**src/rtl/select_scan_ctrl_if.sv**
```systemverilog
// Host-side handshake and result bus of select_scan_ctrl.
//   start, abort : host -> controller requests
//   busy, done   : scan status (done is a one-cycle completion pulse)
//   pattern      : captured 16-entry truth table
//   match        : pattern equals the golden table, valid from done onward
//   first_fail   : lowest mismatching vector index, 0 when match is set
interface select_scan_ctrl_if;
  logic        start;
  logic        abort;
  logic        busy;
  logic        done;
  logic [15:0] pattern;
  logic        match;
  logic [3:0]  first_fail;

  modport master (
    output start, abort,
    input  busy, done, pattern, match, first_fail
  );

  modport slave (
    input  start, abort,
    output busy, done, pattern, match, first_fail
  );
endinterface

```
**src/rtl/select_scan_ctrl.sv**
```systemverilog
// Self-test sequencer for the gate-level selector circuit. Steps the vector
// {s2,s1,s0,i} through 0..15, holds each for SETTLE+1 cycles, samples y into
// a truth-table register and compares the finished table against GOLDEN.
//   clk, rst_n      : clock, asynchronous active-low reset
//   bus (slave)     : start/abort requests, busy/done status, results
//   y               : output of the circuit under control
//   s2, s1, s0, i   : vector driven to the circuit, equal to idx
//
// state  | meaning
// IDLE   | waiting for start, vector parked at 0
// SETTLE | current vector held while cnt counts down to 1
// SAMPLE | y captured into pattern[idx], advance or finish
// FINISH | one-cycle done pulse, match/first_fail already valid
module select_scan_ctrl #(
  parameter int unsigned SETTLE = 2,
  parameter logic [15:0] GOLDEN = 16'h0810
) (
  input  logic              clk,
  input  logic              rst_n,
  select_scan_ctrl_if.slave bus,
  input  logic              y,
  output logic              s2,
  output logic              s1,
  output logic              s0,
  output logic              i
);

  localparam logic [3:0] SETTLE_CNT = 4'(SETTLE);

  typedef enum logic [1:0] {
    IDLE   = 2'd0,
    SETTLE_ST = 2'd1,
    SAMPLE = 2'd2,
    FINISH = 2'd3
  } state_t;

  state_t      state, state_nx;
  logic [3:0]  idx, idx_nx;
  logic [3:0]  cnt, cnt_nx;
  logic [15:0] pattern, pattern_nx;
  logic        match, match_nx;
  logic [3:0]  first_fail, first_fail_nx;
  logic        busy, busy_nx;
  logic        done, done_nx;

  // Table with the bit currently being sampled merged in, so the final
  // compare sees vector 15 in the same cycle it is captured.
  logic [15:0] pat_smp;
  logic [15:0] diff;
  logic [3:0]  ff_enc;

  always_ff @(posedge clk or negedge rst_n) begin
    if (!rst_n) begin
      state      <= IDLE;
      idx        <= 4'd0;
      cnt        <= 4'd0;
      pattern    <= 16'h0000;
      match      <= 1'b0;
      first_fail <= 4'd0;
      busy       <= 1'b0;
      done       <= 1'b0;
    end else begin
      state      <= state_nx;
      idx        <= idx_nx;
      cnt        <= cnt_nx;
      pattern    <= pattern_nx;
      match      <= match_nx;
      first_fail <= first_fail_nx;
      busy       <= busy_nx;
      done       <= done_nx;
    end
  end

  always_comb begin
    state_nx      = state;
    idx_nx        = idx;
    cnt_nx        = cnt;
    pattern_nx    = pattern;
    match_nx      = match;
    first_fail_nx = first_fail;

    pat_smp      = pattern;
    pat_smp[idx] = y;
    diff         = pat_smp ^ GOLDEN;
    ff_enc       = 4'd0;
    // Scan downward so the lowest mismatching index is the one left standing.
    for (int n = 15; n >= 0; n--) begin
      if (diff[n]) ff_enc = 4'(n);
    end

    case (state)
      IDLE: begin
        idx_nx = 4'd0;
        if (bus.start) begin
          pattern_nx = 16'h0000;
          cnt_nx     = SETTLE_CNT;
          state_nx   = SETTLE_ST;
        end
      end
      SETTLE_ST: begin
        if (bus.abort) begin
          idx_nx   = 4'd0;
          state_nx = IDLE;
        end else if (cnt == 4'd1) begin
          state_nx = SAMPLE;
        end else begin
          cnt_nx = cnt - 4'd1;
        end
      end
      SAMPLE: begin
        if (bus.abort) begin
          idx_nx   = 4'd0;
          state_nx = IDLE;
        end else begin
          pattern_nx = pat_smp;
          if (idx != 4'd15) begin
            idx_nx   = idx + 4'd1;
            cnt_nx   = SETTLE_CNT;
            state_nx = SETTLE_ST;
          end else begin
            match_nx      = (diff == 16'h0000);
            first_fail_nx = ff_enc;
            state_nx      = FINISH;
          end
        end
      end
      FINISH: begin
        idx_nx   = 4'd0;
        state_nx = IDLE;
      end
      default: begin
        idx_nx   = 4'd0;
        state_nx = IDLE;
      end
    endcase

    // Status flags are registered from the next state so they line up
    // exactly with the state they describe.
    busy_nx = (state_nx == SETTLE_ST) || (state_nx == SAMPLE);
    done_nx = (state_nx == FINISH);
  end

  assign {s2, s1, s0, i} = idx;

  assign bus.busy       = busy;
  assign bus.done       = done;
  assign bus.pattern    = pattern;
  assign bus.match      = match;
  assign bus.first_fail = first_fail;

endmodule

```
**src/flat_wrapper.sv**
```systemverilog
// flat-port wrapper written by rule: the top's interface ports become plain ports
module select_scan_ctrl_flat 
#(
  parameter int unsigned SETTLE = 2,
  parameter logic [15:0] GOLDEN = 16'h0810
)
  (clk, rst_n, y, s2, s1, s0, i, bus_start, bus_abort, bus_busy, bus_done, bus_pattern, bus_match, bus_first_fail);
  select_scan_ctrl_if bus_i ();
  input  logic clk;
  input  logic rst_n;
  input  logic y;
  output logic s2;
  output logic s1;
  output logic s0;
  output logic i;
  input wire logic [$bits(bus_i.start)-1:0] bus_start;
  input wire logic [$bits(bus_i.abort)-1:0] bus_abort;
  output wire logic [$bits(bus_i.busy)-1:0] bus_busy;
  output wire logic [$bits(bus_i.done)-1:0] bus_done;
  output wire logic [$bits(bus_i.pattern)-1:0] bus_pattern;
  output wire logic [$bits(bus_i.match)-1:0] bus_match;
  output wire logic [$bits(bus_i.first_fail)-1:0] bus_first_fail;
  assign bus_i.start = bus_start;
  assign bus_i.abort = bus_abort;
  assign bus_busy = bus_i.busy;
  assign bus_done = bus_i.done;
  assign bus_pattern = bus_i.pattern;
  assign bus_match = bus_i.match;
  assign bus_first_fail = bus_i.first_fail;
  select_scan_ctrl #(.SETTLE(SETTLE), .GOLDEN(GOLDEN)) u_core (.clk(clk), .rst_n(rst_n), .bus(bus_i), .y(y), .s2(s2), .s1(s1), .s0(s0), .i(i));
endmodule
```
**config.mk**
```make
export PLATFORM = sky130hd
export DESIGN_NAME = select_scan_ctrl_flat
export DESIGN_NICKNAME = d
export VERILOG_FILES = /design/src/rtl/select_scan_ctrl_if.sv /design/src/rtl/select_scan_ctrl.sv /design/src/flat_wrapper.sv
export SDC_FILE = /design/constraint.sdc
export NUM_CORES = 1
export LEC_CHECK = 0
export CORE_MARGIN = 10
export CORE_UTILIZATION = 57
export CTS_BUF_LIST = sky130_fd_sc_hd__clkbuf_4 sky130_fd_sc_hd__clkbuf_8 sky130_fd_sc_hd__clkbuf_16
export DETAILED_ROUTE_END_ITERATION = 8
export MAX_ROUTING_LAYER = met4
export PLACE_DENSITY = 0.84
export SYNTH_ARGS = -nofsm -noshare
export SYNTH_HDL_FRONTEND = slang
export SYNTH_SLANG_ARGS = --single-unit
```
**constraint.sdc**
```tcl
create_clock -name clk -period 5.65 [get_ports clk]
set_input_delay 1.13 -clock clk [delete_from_list [all_inputs] [get_ports clk]]
set_output_delay 1.13 -clock clk [all_outputs]
set_load 0.05 [all_outputs]
```
# Yosys cells after proc, flatten, opt, wreduce, memory -nomap -nowiden
# Index checks and enable logic that the tools add are counted.
[word_totals]
input_bits = 5
reg_bits = 33
out_inout_bits = 27
[op_classes]
eq_ne = 15
n_reduce_logical = 11
order_cmp = 2
n_mux = 38
bitwise_logic = 3
add_sub_neg = 2
[ops]
columns = ["operator", "n"]
rows = [
  ["$mux W4", 24],
  ["$mux W16", 2],
  ["$pmux W16 S2", 1],
  ["$pmux W4 S3", 2],
  ["$bwmux W16", 1],
  ["$logic_not A16 Y1", 1],
  ["$mux W2", 5],
  ["$ne A2 B2 Y1 const B", 5],
  ["$eq A2 B2 Y1 const B", 4],
  ["$pmux W2 S4", 1],
  ["$reduce_and A3 Y1", 2],
  ["$reduce_and A6 Y1", 1],
  ["$lt A4 B5 Y1 const B", 1],
  ["$add A4 B1 Y4 const B", 1],
  ["$demux W1 S4", 1],
  ["$eq A2 B1 Y1 const B", 2],
  ["$eq A4 B1 Y1 const B", 1],
  ["$ge A4 B1 Y1 const B", 1],
  ["$ne A4 B4 Y1 const B", 1],
  ["$sub A4 B1 Y4 const B", 1],
  ["$ne A3 B2 Y1 const B", 1],
  ["$reduce_bool A3 Y1", 1],
  ["$logic_not A2 Y1", 1],
  ["$ne A2 B1 Y1 const B", 1],
  ["other kinds (8)", 9],
]

# Longest topological paths before layout
[logic_depth]
depth_word = 21
depth_mapped = 8

# Least setup slack after synthesis
# No wires, ideal clock.
[synth_path]
kind = "input -> register"
start = "in bus_abort"
end = "reg u_core.first_fail[0], in the netlist u_core.bus.first_fail[0]"
n_path_buf = 2
path_slack_ns = 2.817
path_stages = 7
setup_time_ns = 0.076
required_time_ns = 5.574
t_arrival_ns = 2.757
path_cell_list = "buf_6 > or3b_4 > buf_6 > a2111oi_4 > nand2_1 > or4b_1 > o21ai_1"
[synth_via]
elab_chain_len = 2
[synth_rtl]
columns = ["item", "line_no", "source"]
rows = [
  ["start, declared", "flat_wrapper.sv:17", "input wire logic [$bits(bus_i.abort)-1:0] bus_abort;"],
  ["$not A1 Y1 (no source line)", "-", ""],
  ["$reduce_and A3 Y1 (no source line)", "-", ""],
  ["end signal, assigned", "select_scan_ctrl.sv:68", "first_fail <= first_fail_nx;"],
  ["end, declared", "select_scan_ctrl.sv:42", "logic [3:0] first_fail, first_fail_nx;"],
]
# Every way passes these cells.
# A chain may end at the register's enable or synchronous reset.

# Worst setup path in the final report
[layout_path]
start = "reg u_core.idx[3]"
end = "out s2"
[layout_lines]
columns = ["item", "line_no", "source"]
rows = [
  ["start, declared", "select_scan_ctrl.sv:38", "logic [3:0] idx, idx_nx;"],
  ["start signal, assigned", "select_scan_ctrl.sv:64", "idx <= idx_nx;"],
  ["end, declared", "flat_wrapper.sv:12", "output logic s2;"],
]
# No word-level cell between the ends.

==> reports/summary.txt <==
worst hold margin -> 488 ps
number of enable flip-flop cells after synthesis -> 0
post-route clock period utilization -> 55.6%
largest net degree at the start of global routing -> 34
Die Height -> 79.1 um
synth top area cells -> dfrtp_1 (42%), mux2i_1 (7.0%), o21ai_0 (6.0%), nand2_1 (5.1%), ha_1 (4.4%)
Buf/Inv on CP -> 1
CP max-delay cell -> clkdlybuf4s50_1
XOR/XNOR Fraction of Synth Area -> 0.441%
r2r endpoint -> u_core.bus.first_fail[0]
Layout area overhead -> 18.9%
die extent in x -> 79.1 um
GP Congestion -> 0.940
launching point of the worst reg2reg path -> u_core.idx[0]
clock share of power -> 28.5%
Reg area -> 826 um2
status -> completed
CP max stage delay -> 930 ps
largest family of logic cells by synthesized area -> simple AND/OR/NAND/NOR gates
H-tree levels -> 2
Syn Inst Count -> 211
Final Max Tran Viols -> 0
Starting Density -> 59.1%
Util after Layout -> 70.3%
# port buffers -> 31
clock latency on the worst-skew pair -> 340 ps
post_cts resized -> 0
clock skew -> 11.4 ps
total number of vias -> 1636
sequential fraction of the synthesis area -> 41.5%
minimum clock period -> 3140 ps
Max Fclk -> 0.318 GHz
Compound-Gate Fraction of Synth Area -> 17.6%
drc violations -> 0
HP Start -> u_core.bus.first_fail[2]
hold endpoint -> u_core.bus.first_fail[2]
clk root buf -> clkbuf_4
post-CTS setup repair buffer count -> 0
worst setup path category -> flip-flop to output port
Power Density -> 224 nW/um2
DIE AREA -> 6250 um2
layout cell share with drive strength beyond 1 -> 7.11%
VDD IR max -> 260 uV
Mapped Nets -> 223
worst r2r path cells -> 7
met1 Use GR -> 19.6%
Comb pwr share -> 19.9%
crit path capture type -> output port
Critical Path RT -> 4520 ps
Global Route met3 Usage -> 5.63%
sw frac -> 31.1%
DRT Pass-1 Iters -> 4
Pint -> 0.000365 W
FFs w/ async S/R, synth -> 100%
Cell variety after synth -> 46
clk slew on worst S/H paths -> 100 ps
global-route wire length before repair -> 7.61 mm
Post-Synth Adder-Cell Area -> 4.41%
M2 GR Usage -> 21.9%
Yosys Warn Count -> 0
antenna cell count -> 0
Max Cap Viol -> 0
worst hold-check path type -> flip-flop to flip-flop
Filler Cell Count -> 278
Detailed Route WL -> 4.41 mm
arrival time worst endpoint -> 2010 ps
ANT nets after route -> 0
GRT Total Usage -> 15.4%
clk sink count -> 33
post-synthesis mux area share -> 9.31%
Cell Rows -> 21
mean post-synth cell area -> 9.42 um2
CORE AREA -> 3360 um2
Crit Path Max Fanout -> 22
drt wl/cell -> 15.5 um
R2R setup slack -> 3060 ps
Final Hold Fails -> 0
Hold Path Depth -> 2
setup TNS -> 0 ps
area occupied by multi-input gates -> 1060 um2
synthesized area -> 1990 um2
sequential power share -> 51.5%
crit-path cells -> clkdlybuf4s50_1
vias in the first global route -> 1596
CTS Buf Count -> 5
clock tree buffer depth -> 2
Hold-fix buffers, CTS -> 0
RSZ-0062 raised after global routing -> false
ys flop type -> dfrtp_1
DP HPWL -> 3.32 mm
CTS tree -> done
Via-to-Cell Ratio -> 5.74
initial antenna violation count -> 0
Synth top area share -> 41.5%
# setup viols final -> 0
Synth area leader -> dfrtp_1
Lkg Pwr -> 1.05 nW
most used routing layer -> met2
grt ovf -> 0
I/O Pins -> 32
switching pwr -> 0.000165 W
worst-margin pin slew -> 640 ps
Post-Synth Simple-Gate Area -> 21.6%
worst setup path startpoint -> u_core.idx[3]
#FFs+latches synth -> 33
slew margin rel. -> 56.8%
1st-iter DRT viols -> 127
crit-path leading delay family -> buffers and inverters
Nets -> 250
Worst setup SP type -> flip-flop
==> registers in the layout, summed over array words and instances, names as in the netlist <==
signal                 cells
u_core.idx                 4
u_core.bus.pattern        16
u_core.bus.busy            1
u_core.bus.match           1
u_core.cnt                 4
u_core.bus.done            1
u_core.bus.first_fail      4
u_core.state               2
==> cells in the final DEF (no fill, tap or decap), types with 4 or more instances in the layout <==
| cell | count |
|---|---|
| dfrtp_1 | 33 |
| clkdlybuf4s50_1 | 31 |
| nand2_1 | 27 |
| o21ai_0 | 24 |
| mux2i_1 | 14 |
| nand3b_1 | 9 |
| inv_1 | 8 |
| nor2_1 | 8 |
| ha_1 | 7 |
| nor3b_1 | 5 |
| nand3_1 | 5 |
| clkbuf_4 | 5 |
| mux2_2 | 4 |
| nand4_1 | 4 |
| a21oi_1 | 4 |
| nor3_1 | 4 |
==> stage by stage <==
stage / worst slack [ps] / instances / total power [W] / instance area [um2]
after floorplan: 2820 / 211 / 0.000350 / 1990
after global placement: 2270 / 277 / 0.000378 / 2290
after detailed placement: 2190 / 277 / 0.000383 / 2290
after CTS: 2510 / 285 / 0.000533 / 2360
after global routing: 2400 / 285 / 0.000562 / 2360
final: 2510 / 285 / 0.000529 / 2360
==> Yosys cell counts, types with 3 or more instances <==
master and count:
nand3_1 5, a21oi_1 4, mux2i_1 14, nor3b_1 5, clkbuf_1 6, nand4_1 4
a31oi_1 3, nor2b_1 3, o21ai_1 3, nand2_1 27, ha_1 7, a21o_1 3
and2_1 3, mux2_2 4, dfrtp_1 33, a22oi_1 3, o21ai_0 24, nor3_1 4
inv_1 8, buf_6 3, nor2_1 8, nand3b_1 9
==> cell type report <==
class                   instances  area share (%)
inverters                       8            1.27
multi-input cells             158            44.9
clock buffers                   7            2.75
clock inverters                 1           0.212
repair buffers                 32            13.4
flip-flops and latches         33            34.9
well taps                      46            2.44
==> power by group through the flow <==
stage | Sequential, W | Combinational (W) | Clock [W]
5_1_grt | 0.000277 | 0.000120 | 0.000165
3_3_place_gp | 0.000276 | 0.000102 | 0
6_report | 0.000273 | 0.000105 | 0.000151
2_1_floorplan | 0.000286 | 0.0000635 | 0
4_1_cts | 0.000273 | 0.000106 | 0.000154
3_5_place_dp | 0.000278 | 0.000105 | 0
==> kinds of logic (layout without fill, tap and decap cells) <==
logic type,Yosys count,count (layout)
compound gates,53,53
xor+xnor,1,1
fa+ha+maj,7,7
buf+inv,20,48
flops,33,33
mux,18,18
simple gates,79,79
==> how the worst max path moves through the flow <==
stage	to	cells after the start
final	s2	1
after global routing	s2	1
after CTS	s2	1
after detailed placement	u_core.bus.first_fail[0]	6
after global placement	u_core.bus.first_fail[0]	6
after floorplan	u_core.bus.first_fail[0]	7
==> per-layer routing <==
metal  up-vias  share of wire, %
li1        820                 -
met2        41                45
met5         -                 0
met1       770                47
met3         5               7.2
met4         0               1.2
Note: power is estimated with default switching activity, not from simulation.
